<file path="src/rtl/spi_regs_pkg.sv">
// Shared definitions for the SPI register slave that configures the PWM block.
// Holds frame geometry, register addresses, the control FSM state type and
// the frame acceptance rule used at commit time.
package spi_regs_pkg;

    localparam int FRAME_BITS = 16;
    localparam int ADDR_W     = 7;
    localparam int DATA_W     = 8;
    localparam int CNT_W      = 5;

    localparam logic [ADDR_W-1:0] REG_EN_OUT_LO = 7'h00;
    localparam logic [ADDR_W-1:0] REG_EN_OUT_HI = 7'h01;
    localparam logic [ADDR_W-1:0] REG_EN_PWM_LO = 7'h02;
    localparam logic [ADDR_W-1:0] REG_EN_PWM_HI = 7'h03;
    localparam logic [ADDR_W-1:0] REG_DUTY      = 7'h04;

    typedef enum logic [1:0] {
        IDLE   = 2'd0,
        SHIFT  = 2'd1,
        COMMIT = 2'd2
    } spi_state_e;

    // A frame is committed only if it is exactly FRAME_BITS long, is a write
    // (MSB set) and targets an implemented register.
    function automatic logic frame_commits(
        input logic [FRAME_BITS-1:0] frame,
        input logic [CNT_W-1:0]      bit_cnt,
        input logic [ADDR_W-1:0]     max_addr
    );
        return (bit_cnt == CNT_W'(FRAME_BITS)) &&
               frame[FRAME_BITS-1] &&
               (frame[FRAME_BITS-2:DATA_W] <= max_addr);
    endfunction

endpackage

</file>
<file path="src/rtl/spi_peripheral_if.sv">
// SPI pin bundle between a host and the register slave.
//   sclk : serial clock (mode 0, sampled on rising edge)
//   copi : controller-out / peripheral-in data
//   ncs  : active-low chip select framing one transfer
interface spi_peripheral_if;
    logic sclk;
    logic copi;
    logic ncs;

    modport master (output sclk, output copi, output ncs);
    modport slave  (input  sclk, input  copi, input  ncs);
endinterface

</file>
<file path="src/rtl/sync_edge_detect.sv">
// Multi-flop synchroniser for one asynchronous pin with edge pulses.
//   clk, rst_n : system clock, async active-low reset
//   async_in   : raw pin
//   sync_out   : synchronised level (STAGES flops deep)
//   rise, fall : single-cycle pulses from comparing sync_out with its
//                previous value
// RST_VAL sets the level every flop assumes during reset so an idle pin does
// not produce a spurious edge on release.
module sync_edge_detect #(
    parameter int   STAGES  = 2,
    parameter logic RST_VAL = 1'b0
) (
    input  logic clk,
    input  logic rst_n,
    input  logic async_in,
    output logic sync_out,
    output logic rise,
    output logic fall
);

    logic [STAGES-1:0] chain_r;
    logic              prev_r;

    // Synchroniser chain plus one history flop for edge detection.
    always_ff @(posedge clk or negedge rst_n) begin
        if (!rst_n) begin
            chain_r <= {STAGES{RST_VAL}};
            prev_r  <= RST_VAL;
        end else begin
            chain_r <= {chain_r[STAGES-2:0], async_in};
            prev_r  <= chain_r[STAGES-1];
        end
    end

    assign sync_out = chain_r[STAGES-1];
    assign rise     = chain_r[STAGES-1] & ~prev_r;
    assign fall     = ~chain_r[STAGES-1] & prev_r;

endmodule

</file>
<file path="src/rtl/spi_peripheral.sv">
// SPI mode-0 write-only register slave feeding the PWM block.
//   clk, rst_n      : system clock, async active-low reset
//   spi (slave)     : sclk / copi / ncs pins, asynchronous to clk
//   en_reg_out_7_0  : reg 0x00, output enables 7:0
//   en_reg_out_15_8 : reg 0x01, output enables 15:8
//   en_reg_pwm_7_0  : reg 0x02, PWM mode enables 7:0
//   en_reg_pwm_15_8 : reg 0x03, PWM mode enables 15:8
//   pwm_duty_cycle  : reg 0x04, shared duty cycle
// Frames are 16 bits MSB first: {write, addr[6:0], data[7:0]}. Anything that
// is not an exact-length write to an implemented address is silently dropped.
module spi_peripheral
    import spi_regs_pkg::*;
#(
    parameter int                SYNC_STAGES = 2,
    parameter logic [ADDR_W-1:0] MAX_ADDR    = 7'h04
) (
    input  logic               clk,
    input  logic               rst_n,
    spi_peripheral_if.slave    spi,
    output logic [DATA_W-1:0]  en_reg_out_7_0,
    output logic [DATA_W-1:0]  en_reg_out_15_8,
    output logic [DATA_W-1:0]  en_reg_pwm_7_0,
    output logic [DATA_W-1:0]  en_reg_pwm_15_8,
    output logic [DATA_W-1:0]  pwm_duty_cycle
);

    localparam int               FLUSH_W    = $clog2(SYNC_STAGES + 2);
    localparam logic [FLUSH_W-1:0] FLUSH_DONE = FLUSH_W'(SYNC_STAGES + 1);

    logic sclk_sync_s, sclk_rise_s, sclk_fall_s;
    logic ncs_sync_s, ncs_rise_s, ncs_fall_s;
    logic copi_sync_s, copi_rise_s, copi_fall_s;
    logic unused_edges_s;

    logic [FLUSH_W-1:0]    flush_cnt_r;
    logic                  armed_r;
    spi_state_e            state_r;
    logic [FRAME_BITS-1:0] shift_r;
    logic [CNT_W-1:0]      bit_cnt_r;
    logic [DATA_W-1:0]     reg_out_lo_r;
    logic [DATA_W-1:0]     reg_out_hi_r;
    logic [DATA_W-1:0]     reg_pwm_lo_r;
    logic [DATA_W-1:0]     reg_pwm_hi_r;
    logic [DATA_W-1:0]     reg_duty_r;

    sync_edge_detect #(.STAGES(SYNC_STAGES), .RST_VAL(1'b0)) u_sync_sclk (
        .clk(clk), .rst_n(rst_n), .async_in(spi.sclk),
        .sync_out(sclk_sync_s), .rise(sclk_rise_s), .fall(sclk_fall_s)
    );

    sync_edge_detect #(.STAGES(SYNC_STAGES), .RST_VAL(1'b1)) u_sync_ncs (
        .clk(clk), .rst_n(rst_n), .async_in(spi.ncs),
        .sync_out(ncs_sync_s), .rise(ncs_rise_s), .fall(ncs_fall_s)
    );

    sync_edge_detect #(.STAGES(SYNC_STAGES), .RST_VAL(1'b0)) u_sync_copi (
        .clk(clk), .rst_n(rst_n), .async_in(spi.copi),
        .sync_out(copi_sync_s), .rise(copi_rise_s), .fall(copi_fall_s)
    );

    // Only the copi level and the sclk rising edge carry meaning here.
    assign unused_edges_s = &{1'b0, sclk_sync_s, sclk_fall_s, copi_rise_s, copi_fall_s};

    // Arming: after reset the ncs synchroniser is preset high, so a pin held
    // low through reset would look like a fresh falling edge. Wait until the
    // chain holds real pin samples and shows nCS high before accepting frames.
    always_ff @(posedge clk or negedge rst_n) begin
        if (!rst_n) begin
            flush_cnt_r <= '0;
            armed_r     <= 1'b0;
        end else if (flush_cnt_r != FLUSH_DONE) begin
            flush_cnt_r <= flush_cnt_r + FLUSH_W'(1);
            armed_r     <= 1'b0;
        end else begin
            flush_cnt_r <= flush_cnt_r;
            armed_r     <= armed_r | ncs_sync_s;
        end
    end

    // Frame FSM, shift register, bit counter and the register bank.
    always_ff @(posedge clk or negedge rst_n) begin
        if (!rst_n) begin
            state_r      <= IDLE;
            shift_r      <= '0;
            bit_cnt_r    <= '0;
            reg_out_lo_r <= 8'h00;
            reg_out_hi_r <= 8'h00;
            reg_pwm_lo_r <= 8'h00;
            reg_pwm_hi_r <= 8'h00;
            reg_duty_r   <= 8'h00;
        end else begin
            case (state_r)
                IDLE: begin
                    if (armed_r && ncs_fall_s) begin
                        shift_r   <= '0;
                        bit_cnt_r <= '0;
                        state_r   <= SHIFT;
                    end else begin
                        state_r   <= IDLE;
                    end
                end
                SHIFT: begin
                    // End of frame has priority over a coincident sclk edge.
                    if (ncs_rise_s) begin
                        state_r <= COMMIT;
                    end else if (sclk_rise_s && !ncs_sync_s) begin
                        shift_r <= {shift_r[FRAME_BITS-2:0], copi_sync_s};
                        if (bit_cnt_r != 5'd31) begin
                            bit_cnt_r <= bit_cnt_r + 5'd1;
                        end else begin
                            bit_cnt_r <= bit_cnt_r;
                        end
                    end else begin
                        state_r <= SHIFT;
                    end
                end
                COMMIT: begin
                    if (frame_commits(shift_r, bit_cnt_r, MAX_ADDR)) begin
                        case (shift_r[FRAME_BITS-2:DATA_W])
                            REG_EN_OUT_LO: reg_out_lo_r <= shift_r[DATA_W-1:0];
                            REG_EN_OUT_HI: reg_out_hi_r <= shift_r[DATA_W-1:0];
                            REG_EN_PWM_LO: reg_pwm_lo_r <= shift_r[DATA_W-1:0];
                            REG_EN_PWM_HI: reg_pwm_hi_r <= shift_r[DATA_W-1:0];
                            REG_DUTY:      reg_duty_r   <= shift_r[DATA_W-1:0];
                            default:       reg_duty_r   <= reg_duty_r;
                        endcase
                    end else begin
                        reg_duty_r <= reg_duty_r;
                    end
                    state_r <= IDLE;
                end
                default: begin
                    state_r <= IDLE;
                end
            endcase
        end
    end

    assign en_reg_out_7_0  = reg_out_lo_r;
    assign en_reg_out_15_8 = reg_out_hi_r;
    assign en_reg_pwm_7_0  = reg_pwm_lo_r;
    assign en_reg_pwm_15_8 = reg_pwm_hi_r;
    assign pwm_duty_cycle  = reg_duty_r;

endmodule

</file>
<file path="src/flat_wrapper.sv">
// flat-port wrapper written by rule: the top's interface ports become plain ports
module spi_peripheral_flat import spi_regs_pkg::*;
#(
    parameter int                SYNC_STAGES = 2,
    parameter logic [ADDR_W-1:0] MAX_ADDR    = 7'h04
)
  (clk, rst_n, en_reg_out_7_0, en_reg_out_15_8, en_reg_pwm_7_0, en_reg_pwm_15_8, pwm_duty_cycle, spi_sclk, spi_copi, spi_ncs);
  spi_peripheral_if spi_i ();
  input  logic clk;
  input  logic rst_n;
  output logic [DATA_W-1:0] en_reg_out_7_0;
  output logic [DATA_W-1:0] en_reg_out_15_8;
  output logic [DATA_W-1:0] en_reg_pwm_7_0;
  output logic [DATA_W-1:0] en_reg_pwm_15_8;
  output logic [DATA_W-1:0] pwm_duty_cycle;
  input wire logic [$bits(spi_i.sclk)-1:0] spi_sclk;
  input wire logic [$bits(spi_i.copi)-1:0] spi_copi;
  input wire logic [$bits(spi_i.ncs)-1:0] spi_ncs;
  assign spi_i.sclk = spi_sclk;
  assign spi_i.copi = spi_copi;
  assign spi_i.ncs = spi_ncs;
  spi_peripheral #(.SYNC_STAGES(SYNC_STAGES), .MAX_ADDR(MAX_ADDR)) u_core (.clk(clk), .rst_n(rst_n), .spi(spi_i), .en_reg_out_7_0(en_reg_out_7_0), .en_reg_out_15_8(en_reg_out_15_8), .en_reg_pwm_7_0(en_reg_pwm_7_0), .en_reg_pwm_15_8(en_reg_pwm_15_8), .pwm_duty_cycle(pwm_duty_cycle));
endmodule
</file>
<file path="config.mk">
export PLATFORM = sky130hd
export DESIGN_NAME = spi_peripheral_flat
export DESIGN_NICKNAME = d
export VERILOG_FILES = /design/src/rtl/spi_regs_pkg.sv /design/src/rtl/spi_peripheral_if.sv /design/src/rtl/sync_edge_detect.sv /design/src/rtl/spi_peripheral.sv /design/src/flat_wrapper.sv
export SDC_FILE = /design/constraint.sdc
export NUM_CORES = 1
export LEC_CHECK = 0
export CORE_MARGIN = 2
export CORE_UTILIZATION = 60
export DETAILED_ROUTE_END_ITERATION = 10
export DONT_BUFFER_PORTS = 1
export GPL_TIMING_DRIVEN = 0
export PLACE_DENSITY = 0.78
export SLEW_MARGIN = 20
export SYNTH_ARGS = -nofsm -noshare
export SYNTH_HDL_FRONTEND = slang
export SYNTH_HIERARCHICAL = 1
export SYNTH_SLANG_ARGS = --single-unit
</file>
<file path="constraint.sdc">
create_clock -name clk -period 2.83 [get_ports clk]
set_input_delay 0.566 -clock clk [delete_from_list [all_inputs] [get_ports clk]]
set_output_delay 0.566 -clock clk [all_outputs]
set_load 0.005 [all_outputs]
</file>
Word level (Yosys, flattened, before mapping)
Index checks and enable logic that the tools add are counted.

Add/subtract/negate cells: 2. Order comparisons: 1. Equality and inequality tests: 14. Multiplexer cells: 14. Bitwise gates (word level): 7. Reductions and logical operators: 15.

Operator list (count): 16-bit 2-to-1 mux (3); 16-bit one-hot mux with 2 select lines (1); 5-bit 2-to-1 mux (4); 3-bit AND reduction (5); 7-bit by 2-bit == test with 1-bit output (second input constant) (2); 5-bit one-hot mux with 2 select lines (1); 7-bit by 1-bit == test with 1-bit output (second input constant) (1); 7-bit by 3-bit == test with 1-bit output (second input constant) (1); 7-bit by 3-bit less-or-equal comparator with 1-bit output (second input constant) (1); 7-bit zero test (1); 2-bit by 1-bit inequality test with 1-bit output (second input constant) (3); 5-bit by 1-bit adder with 5-bit output (second input constant) (1); 5-bit == test (second input constant) (1); 5-bit inequality test (second input constant) (1); 5-bit AND reduction (1); 1-bit logical AND (4); 2-bit 2-to-1 mux (2); 2-bit inequality test (second input constant) (2); 2-bit one-hot mux with 2 select lines (1); 4-bit AND reduction (1); 1-bit AND (3); 3-bit by 2-bit inequality test with 1-bit output (second input constant) (1); 1-bit NOT (3); 2-bit by 1-bit adder with 2-bit output (second input constant) (1); other kinds (7) (8).

Register bits: 74. Bits of input ports: 5. Word-level logic and storage cells: 68.

Longest topological paths before layout
Depth after elaboration: 6. Gate-level depth with buffers: 6.

Hierarchy
The synthesis kept the hierarchy.

By module, submodules not included: spi_peripheral (instances 1, cells an instance 205, area each 2819.0 um^2); sync_edge_detect (u_core.u_sync_copi ...) (instances 2, cells an instance 5, area each 90.1 um^2); sync_edge_detect (u_core.u_sync_ncs) (instances 1, cells an instance 5, area each 93.8 um^2).

Worst setup path before layout
OpenSTA, ideal clock, no wires.

Path type: register to register. From: register u_core.bit_cnt_r[0]. To: register u_core.bit_cnt_r[0]. Setup time: 0.142 ns. Arrival time: 1.682 ns. Required time: 2.688 ns. Slack: 1.006 ns. Cell stages (with the launch flop): 7. Buffers on the path: 0. Cell sequence: dfrtp_1 ha_1 and3_1 ha_1 nor4b_1 a21boi_0 mux2i_1.

Word-level cells in the longest chain between the ends: 5. Elaborated cells on any way between the ends: 8.

RTL lines: from (decl) (RTL line spi_peripheral.sv:39) `logic [CNT_W-1:0] bit_cnt_r;`; from (signal assigned) (RTL line spi_peripheral.sv:109) `bit_cnt_r <= bit_cnt_r + 5'd1;`; from (signal assigned) (RTL line spi_peripheral.sv:111) `bit_cnt_r <= bit_cnt_r;`; 5-bit by 1-bit adder with 5-bit output (RTL line spi_peripheral.sv:109); 5-bit 2-to-1 mux (RTL line spi_peripheral.sv:108) `if (bit_cnt_r != 5'd31) begin`; 5-bit 2-to-1 mux (RTL line spi_peripheral.sv:106) `end else if (sclk_rise_s && !ncs_sync_s) begin`; 5-bit 2-to-1 mux (RTL line spi_peripheral.sv:104) `if (ncs_rise_s) begin`; 5-bit one-hot mux with 2 select lines (RTL line spi_peripheral.sv:92) `case (state_r)`.

Parallel ways exist; a longest one is shown, timed or not. The select of a mux whose other input is x is not followed. A chain may end at the register's enable or synchronous reset.

Worst setup path in the final report
From: register u_core.bit_cnt_r[0]. To: register u_core.bit_cnt_r[4].

The elaborated chain is that of the path after synthesis.

==> metrics.csv <==
stage,metric,value,unit
routing,via_per_inst,5.68,
clock_tree,numCtsBuffers,9,
sta,period_share,78.2,%
cells_and_area,area_growth,12.0,%
clock_tree,cts_tree,done,
clock_tree,cts_sinks,74,
placement,hpwlAfterDp,3.73,mm
die,design.die.area,5660,sq um
cells_and_area,final_cell_area,3410,sq um
sta,clock_skew,0.0142,ns
flow_run,maxCapViolCount,0,
sta,slew_viol_final,0,
cells_and_area,n_antenna_cell,0,
clock_tree,clockBufferDepth,2,
placement,place_area,3130,sq um
setup_path,regToRegEndpoint,u_core/bit_cnt_r[4],
pwr,peakVddDrop,0.000457,V
setup_path,cp_max_fo,3,
synth,netlist_instances,216,
setup_path,crit_top_cell,ha_1,
setup_path,critPathSlowestCell,nor4b_1,
setup_path,cp-end-kind,register,
routing,drt_iter0_markers,113,
sta,period_minus_slack,2.21,ns
routing,drt_first_pass_iters,4,
sta,worst_pin_slew,0.722,ns
cells_and_area,n_fill_cell,336,
die,fp-row-count,25,
placement,gp_congestion,0.750,
clock_tree,cts_resized,0,
grt,grt_use_total,23.1,%
routing,vias,1704,
sta,rsz0062_at_grt,no,
routing,drt-total-wl,5.77,mm
setup_path,arrival,2.40,ns
sta,slew_headroom,51.7,%
die,start_util,63.2,%
setup_path,critPathMaxStageDelay,0.50,ns
setup_path,path_cells,ha_1 -> and3_1 -> ha_1 -> nor4b_1 -> a21boi_0 -> mux2i_1,
pwr,p_per_area,677,nW/um^2
grt,grt_pass1_wl,9.28,mm
setup_path,reg2regPathDepth,6,
routing,final_antenna_net_count,0,
clock_tree,cts.reportedPaths.clkPinSlew,0.07,ns
clock_tree,cts_max_level,3,
routing,route.detailed.drc,0,
grt,first_global_vias,1851,
die,ios,45,
grt,grt_max_degree,72,
pwr,p_leak,1.70,nW
setup_path,crit_type,register to register,
die,core,4820,sq um
min_path,min_path_type,primary input to asynchronous set/reset pin,
setup_path,start_kind,register,
setup_path,crit_end,u_core/bit_cnt_r[4],
setup_path,cp.required,3.02,ns
clock_tree,cts_root_buffer,clkbuf_8,
die,die_h,75.2,um
placement,port_buffers,0,
clock_tree,insertion_delay,0.35,ns
grt,antenna_found_initial,0,
synth,avgSynthCellArea,14.1,sq um
synth,synth_nets,225,
outcome,status,"finished, final reports clean",
grt,gr-total-overflow,0,
cells_and_area,fin_cells,300,
setup_path,startpoint,u_core/bit_cnt_r[0],
setup_path,r2r_slack,0.62,ns
routing,wire_per_inst,19.2,um
cells_and_area,fin_nets,237,
sta,setup_tns,0,ns
sta,max_freq,0.452,GHz
cells_and_area,drive_gt1_share,30.0,%
synth,yosysWarnings,6,
synth,netlist_area,3040,sq um
clock_tree,cts_setup_buffers,0,
setup_path,worstReg2RegStart,u_core/bit_cnt_r[0],
die,die_w,75.2,um
placement,place_inst,283,
sta,hold_violations,0,
sta,setup_viol,0,
==> cells in the final DEF, fill, tap and decap left out, types with 2 or more instances in the layout <==
| master | n |
|---|---|
| dfstp_2 | 3 |
| nand3_1 | 2 |
| nor2b_1 | 3 |
| mux2_2 | 41 |
| nand2b_1 | 2 |
| and3_1 | 2 |
| nand4_2 | 5 |
| dfrtp_1 | 71 |
| clkbuf_8 | 11 |
| nor4b_1 | 4 |
| clkbuf_1 | 4 |
| mux2i_1 | 21 |
| ha_1 | 4 |
| nand2_1 | 21 |
| inv_1 | 20 |
| bufinv_16 | 3 |
==> sequential cells by signal (all words and copies together) (netlist names), 2 cells and up <==
register	count
u_core/pwm_duty_cycle	8
u_core/u_sync_sclk/chain_r	2
u_core/en_reg_pwm_15_8	8
u_core/u_sync_copi/chain_r	2
u_core/u_sync_ncs/chain_r	2
u_core/en_reg_pwm_7_0	8
u_core/en_reg_out_15_8	8
u_core/en_reg_out_7_0	8
u_core/shift_r	16
u_core/state_r	2
u_core/flush_cnt_r	2
u_core/bit_cnt_r	5
==> cell type report <==
type | count | area, sq um | area share [%]
plain buffers | 4 | 22.5 | 0.661
clock buffers | 12 | 155 | 4.55
clock inverters | 4 | 98.8 | 2.90
inverters | 20 | 75.1 | 2.20
multi-input cells | 118 | 1090 | 32.0
flip-flops and latches | 74 | 1860 | 54.4
well taps | 67 | 83.8 | 2.46
repair buffers | 1 | 27.5 | 0.807
==> per-layer routing <==
metal,vias to the layer above,share of wire (%),GRT usage [%]
li1,769,-,-
met1,885,42,29.6
met2,44,52,37.9
met3,6,5.7,6.02
met4,0,0.83,9.36
met5,-,0,0
==> where the power goes <==
part           switching (mW)  leakage, nW  internal [mW]
Clock                   0.371        0.127          0.636
Sequential             0.0426        0.992           1.09
Combinational           0.105        0.586         0.0615
Total                   0.518         1.70           1.79
==> repair_timing <==
item                                   4_1_cts  5_1_grt
setup endpoints to repair                    0        0
hold buffers                                 1        0
endpoints found under the hold margin       71        0
==> worst min-delay path by stage <==
stage                      from                            end  slack [ns]  cells past startpoint
after detailed placement  rst_n  u_core/u_sync_sclk/chain_r[0]        0.27                      0
after floorplan           rst_n                 u_core/armed_r        0.27                      0
final                     rst_n   u_core/u_sync_ncs/chain_r[0]        0.07                      0
after global routing      rst_n   u_core/u_sync_ncs/chain_r[0]        0.05                      0
after global placement    rst_n  u_core/u_sync_sclk/chain_r[0]        0.27                      0
after CTS                 rst_n   u_core/u_sync_ncs/chain_r[0]        0.06                      0
==> worst max-delay path, delay by kind of cell (launching register included) <==
family	cells	cell delay [ns]
flip-flops	1	0.41
AO/OA/AOI/OAI	1	0.37
AND/OR/NAND/NOR	2	0.69
multiplexers	1	0.20
adder cells (fa/ha/maj)	2	0.41
==> stage by stage <==
stage | hold WS (ns) | utilization (%) | setup slack [ns] | power, mW
CTS | 0.0559 | 70.8 | 0.657 | 2.32
global route | 0.0477 | 70.8 | 0.453 | 2.39
global placement | 0.272 | 64.9 | 0.821 | 1.28
floorplan | 0.270 | - | 1.01 | 1.26
finish | 0.0674 | 70.8 | 0.618 | 2.31
detailed placement | 0.271 | 64.9 | 0.741 | 1.30
No activity file was read; power rests on OpenSTA's default activity.
